$ cat config.mk
export PLATFORM = sky130hd
export DESIGN_NAME = rr_sel_arbiter
export DESIGN_NICKNAME = d
export VERILOG_FILES = /design/src/rtl/rr_sel_arbiter.sv
export SDC_FILE = /design/constraint.sdc
export NUM_CORES = 1
export LEC_CHECK = 0
export ABC_AREA = 0
export BUFFER_PORTS_ARGS = -buffer_cell sky130_fd_sc_hd__buf_2
export CAP_MARGIN = 20
export CORE_MARGIN = 2
export CORE_UTILIZATION = 30
export CTS_CLUSTER_SIZE = 24
export DETAILED_ROUTE_END_ITERATION = 7
export GPL_ROUTABILITY_DRIVEN = 0
export PLACE_DENSITY_LB_ADDON = 0.25
export SYNTH_ARGS = -nofsm -noshare
export SYNTH_HDL_FRONTEND = slang
export SYNTH_SLANG_ARGS = --single-unit
$ cat constraint.sdc
create_clock -name clk -period 10 [get_ports clk]
set_input_delay 1 -clock clk [delete_from_list [all_inputs] [get_ports clk]]
set_output_delay 1 -clock clk [all_outputs]
set_load 0.03 [all_outputs]
$ cat src/rtl/rr_sel_arbiter.sv
// rtl/rr_sel_arbiter.sv - round-robin channel selector driving an external 8:1 mux
// Grants one requester, waits a cycle for the mux to settle, then holds the captured word.
module rr_sel_arbiter #(
    parameter int DW = 3
) (
    input  logic          clk,
    input  logic          rst_n,
    input  logic [7:0]    req,
    input  logic [DW-1:0] mux_out,
    output logic [2:0]    sel,
    output logic [7:0]    gnt,
    output logic          o_valid,
    output logic [DW-1:0] o_data,
    output logic [2:0]    o_ch,
    input  logic          o_ready
);

    typedef enum logic [1:0] {
        IDLE   = 2'd0,
        SETTLE = 2'd1,
        HOLD   = 2'd2
    } state_t;

    state_t        r_state;
    logic [2:0]    r_ptr;
    logic [2:0]    r_sel;
    logic [7:0]    r_gnt;
    logic          r_valid;
    logic [DW-1:0] r_data;
    logic [2:0]    r_ch;

    state_t        w_state_nxt;
    logic [2:0]    w_ptr_nxt;
    logic [2:0]    w_sel_nxt;
    logic [7:0]    w_gnt_nxt;
    logic          w_valid_nxt;
    logic [DW-1:0] w_data_nxt;
    logic [2:0]    w_ch_nxt;

    logic          w_found;
    logic [2:0]    w_idx;
    logic [2:0]    w_cand;

    // Scan from farthest to nearest so the first requester after r_ptr wins.
    always_comb begin
        w_found = 1'b0;
        w_idx   = r_ptr;
        w_cand  = r_ptr;
        for (int k = 8; k >= 1; k--) begin
            w_cand = r_ptr + 3'(k);
            if (req[w_cand]) begin
                w_found = 1'b1;
                w_idx   = w_cand;
            end
        end
    end

    always_comb begin
        w_state_nxt = r_state;
        w_ptr_nxt   = r_ptr;
        w_sel_nxt   = r_sel;
        w_gnt_nxt   = r_gnt;
        w_valid_nxt = r_valid;
        w_data_nxt  = r_data;
        w_ch_nxt    = r_ch;
        case (r_state)
            IDLE: begin
                w_valid_nxt = 1'b0;
                if (w_found) begin
                    w_sel_nxt   = w_idx;
                    w_gnt_nxt   = 8'b1 << w_idx;
                    w_state_nxt = SETTLE;
                end else begin
                    w_gnt_nxt = 8'h00;
                end
            end
            SETTLE: begin
                w_data_nxt  = mux_out;
                w_ch_nxt    = r_sel;
                w_valid_nxt = 1'b1;
                w_state_nxt = HOLD;
            end
            HOLD: begin
                if (o_ready) begin
                    w_valid_nxt = 1'b0;
                    w_gnt_nxt   = 8'h00;
                    w_ptr_nxt   = r_ch;
                    w_state_nxt = IDLE;
                end
            end
            default: begin
                w_state_nxt = IDLE;
                w_gnt_nxt   = 8'h00;
                w_valid_nxt = 1'b0;
            end
        endcase
    end

    // ptr resets to 7 so the first search after reset starts at channel 0.
    always_ff @(posedge clk or negedge rst_n) begin
        if (!rst_n) begin
            r_state <= IDLE;
            r_ptr   <= 3'd7;
            r_sel   <= 3'd0;
            r_gnt   <= 8'h00;
            r_valid <= 1'b0;
            r_data  <= '0;
            r_ch    <= 3'd0;
        end else begin
            r_state <= w_state_nxt;
            r_ptr   <= w_ptr_nxt;
            r_sel   <= w_sel_nxt;
            r_gnt   <= w_gnt_nxt;
            r_valid <= w_valid_nxt;
            r_data  <= w_data_nxt;
            r_ch    <= w_ch_nxt;
        end
    end

    assign sel     = r_sel;
    assign gnt     = r_gnt;
    assign o_valid = r_valid;
    assign o_data  = r_data;
    assign o_ch    = r_ch;

endmodule

==> metrics.md <==
| Metric | Value |
|---|---|
| Ys async rst share | `100%` |
| Min cycle time layout | `3.43 ns` |
| Post-CTS Setup Repair Bufs | `0` |
| Post-route setup TNS | `0 ns` |
| Initial antenna violation count | `0` |
| Residual DRC count | `0` |
| Avg Cell Area, Syn | `~11 um^2` |
| Status | `finished, final reports clean` |
| Max-cap violations | `0` |
| Final setup margin | `roughly 6.6 ns` |
| CP Capture Type | `flip-flop` |
| Routed vias | `around 1400` |
| Top cells by area, synth | `dfrtp_1 28%, mux4_2 10%, mux2_2 7.7%` |
| Post-cts sizing count | `0` |
| Gr ovfl total | `0` |
| Worst slew pin tran | `0.654 ns` |
| Cells after Synth | `approximately 160` |
| Most common flop cell mapped by yosys | `dfrtp_1` |
| Core area | `5570 um^2` |
| TritonCTS Sinks | `23` |
| Post-detail-place hpwl | `roughly 3200 um` |
| Pre-CTS setup slack | `around 6.6 ns` |
| Number of synthesized flops with an enable pin | `0` |
| Htree depth | `1` |
| Final Core Density | `35.9%` |
| Bufs on Longest Clock Path | `2` |
| Sequential area share after synthesis | `33.0%` |
| Headroom to the max-slew limit | `56.3%` |
| ANT nets after route | `0` |
| Cell Area, Synth | `~1800 um^2` |
| Number of port buffers | `31` |
| Final Hold Fails | `0` |
| DR vias/cell | `5.66` |
| Total GRT Usage | `~14%` |
| Ports | `32` |
| DR pass1 iterations | `4` |
| Crit path DAT | `between 3 and 4 ns` |
| Rows | `27` |
| Clock transition at path regs | `around 0.080 ns` |
| Final-report max-slew violation count | `0` |
| Synth unique cells | `51` |
| Top-area cell type share of the netlist area | `28.5%` |
| WL per Instance | `between 15 and 20 um` |
| Yosys top cell by area | `dfrtp_1` |
| Skew-Pair Late Insertion Delay | `around 0.26 ns` |
| Hold buffers post-CTS | `0` |
| Area Overhead vs Synth | `13.9%` |
| Iteration-0 DRC Markers | `104` |
| Maximum fanout along the worst path | `21` |
| ANT cells | `0` |
| Count leader, synth | `dfrtp_1` |
| Nets@finish | `a little under 200` |
| CTS Buf Count | `3` |
| Worst Hold Class | `reg -> reg` |
| Flops & latches, synth | `23` |
| Die height | `between 80 and 90 um` |
| Yosys warning total | `0` |
| Post-synth top cells | `20 x dfrtp_1, 12 x mux2_2, 11 x nand2_1` |
| Final setup fails | `0` |
| Share of layout cells above drive strength 1 | `a little under two fifths` |
| Die Width | `just over 80 um` |
| Number of global-route vias before repair | `between 1000 and 1500` |
| Critical path class | `reg -> reg` |
| RSZ-0062 raised after global routing | `false` |
| Startpoint types | `flip-flop` |
| Initial Util | `a little under a third` |
| Fmax | `about 290 MHz` |
| Net Count, Synth | `between 150 and 200` |
| Total wire length | `4230 um` |
| Largest net degree at the start of global routing | `24` |
| Part of the cycle the worst path needs | `roughly a third` |
| Die footprint | `about 6500 um^2` |
| Worst Path Required | `~10 ns` |
| First-pass GRT wire length | `7070 um` |
| CTS tree | `built` |
| Root buffer cell | `clkbuf_8` |
| Layout Skew | `0.00279 ns` |
==> critical path, cell delays in order, from the launching register on <==
cell	delay (ns)
dfstp_2	0.84
inv_1	0.18
ha_1	0.47
mux4_1	0.43
mux2_4	0.34
or2_4	0.28
nor2_1	0.25
a211oi_2	0.16
o41ai_1	0.36
==> path summary, 6_finish.rpt <==
path                                         to  slack [ns]            startpoint  cells past startpoint
setup reg to reg             gnt[7]$_DFFE_PN0P_        6.57  r_ptr[0]$_DFFE_PN1P_                      8
min in group asynchronous   o_ch[0]$_DFFE_PN0P_        0.69                 rst_n                      1
max in group asynchronous  r_ptr[0]$_DFFE_PN1P_        8.95                 rst_n                      1
hold reg to reg              gnt[6]$_DFFE_PN0P_        0.48    gnt[6]$_DFFE_PN0P_                      2
setup / recovery             gnt[7]$_DFFE_PN0P_        6.57  r_ptr[0]$_DFFE_PN1P_                      8
hold / removal               gnt[6]$_DFFE_PN0P_        0.48    gnt[6]$_DFFE_PN0P_                      2
==> metrics by stage <==
step | hold slack, ns | std cells | cell area [um^2]
global route | 0.514 | 252 | 2000
CTS | 0.493 | 252 | 2000
finish | 0.483 | 252 | 2000
floorplan | 0.602 | 155 | 1760
detailed placement | 0.471 | 248 | 1950
global placement | 0.467 | 248 | 1950
==> layer usage <==
layer | GRT usage [%] | wire length (um) | up-vias
li1 | - | - | 673
met1 | 18.7 | 1800 | 707
met2 | 23.3 | 2180 | 47
met3 | 2.13 | 253 | 0
met4 | 1.69 | 0 | 0
met5 | 0 | 0 | -
==> cell type report <==
type / instances / area (um^2)
sequential: 23 / 579
tap: 72 / 90.1
timing repair buffer: 31 / 155
fill: 556 / 3570
multi-input combinational: 115 / 1100
inverter: 7 / 26.3
clock buffer: 3 / 41.3
clock inverter: 1 / 7.51
==> placed cells by master, fill, tap and decap left out, types with 3 or more instances in the layout <==
cell type  netlist  routed
a21o_1           3       3
nor4_1           3       3
buf_2            4      31
o21ai_0          3       3
mux2_2          12      12
o41ai_1          4       4
a22oi_1          3       3
dfstp_2          3       3
a32o_1           5       5
mux4_2           8       8
nand2_1         11      11
nand2b_1         4       4
mux2i_1          5       5
nand3_1          3       3
clkbuf_8         0       3
a21oi_1          4       4
nor2b_1          4       4
dfrtp_1         20      20
inv_1            7       7
==> flip-flops by register name, indices dropped and copies added (netlist names) <==
signal	cells
gnt	8
o_ch	3
o_data	3
o_valid	1
r_ptr	3
r_state	2
sel	3
==> logic make-up after synthesis <==
family	Yosys count	synth area share, %
xor+xnor	4	1.99
flops	23	33.0
fa+ha+maj	2	1.42
buf+inv	17	4.35
compound gates	44	22.9
mux	28	24.6
simple gates	37	11.7
Power is not shown: default switching activity piles up to over one toggle a cycle in this logic, so the estimate is an artifact.
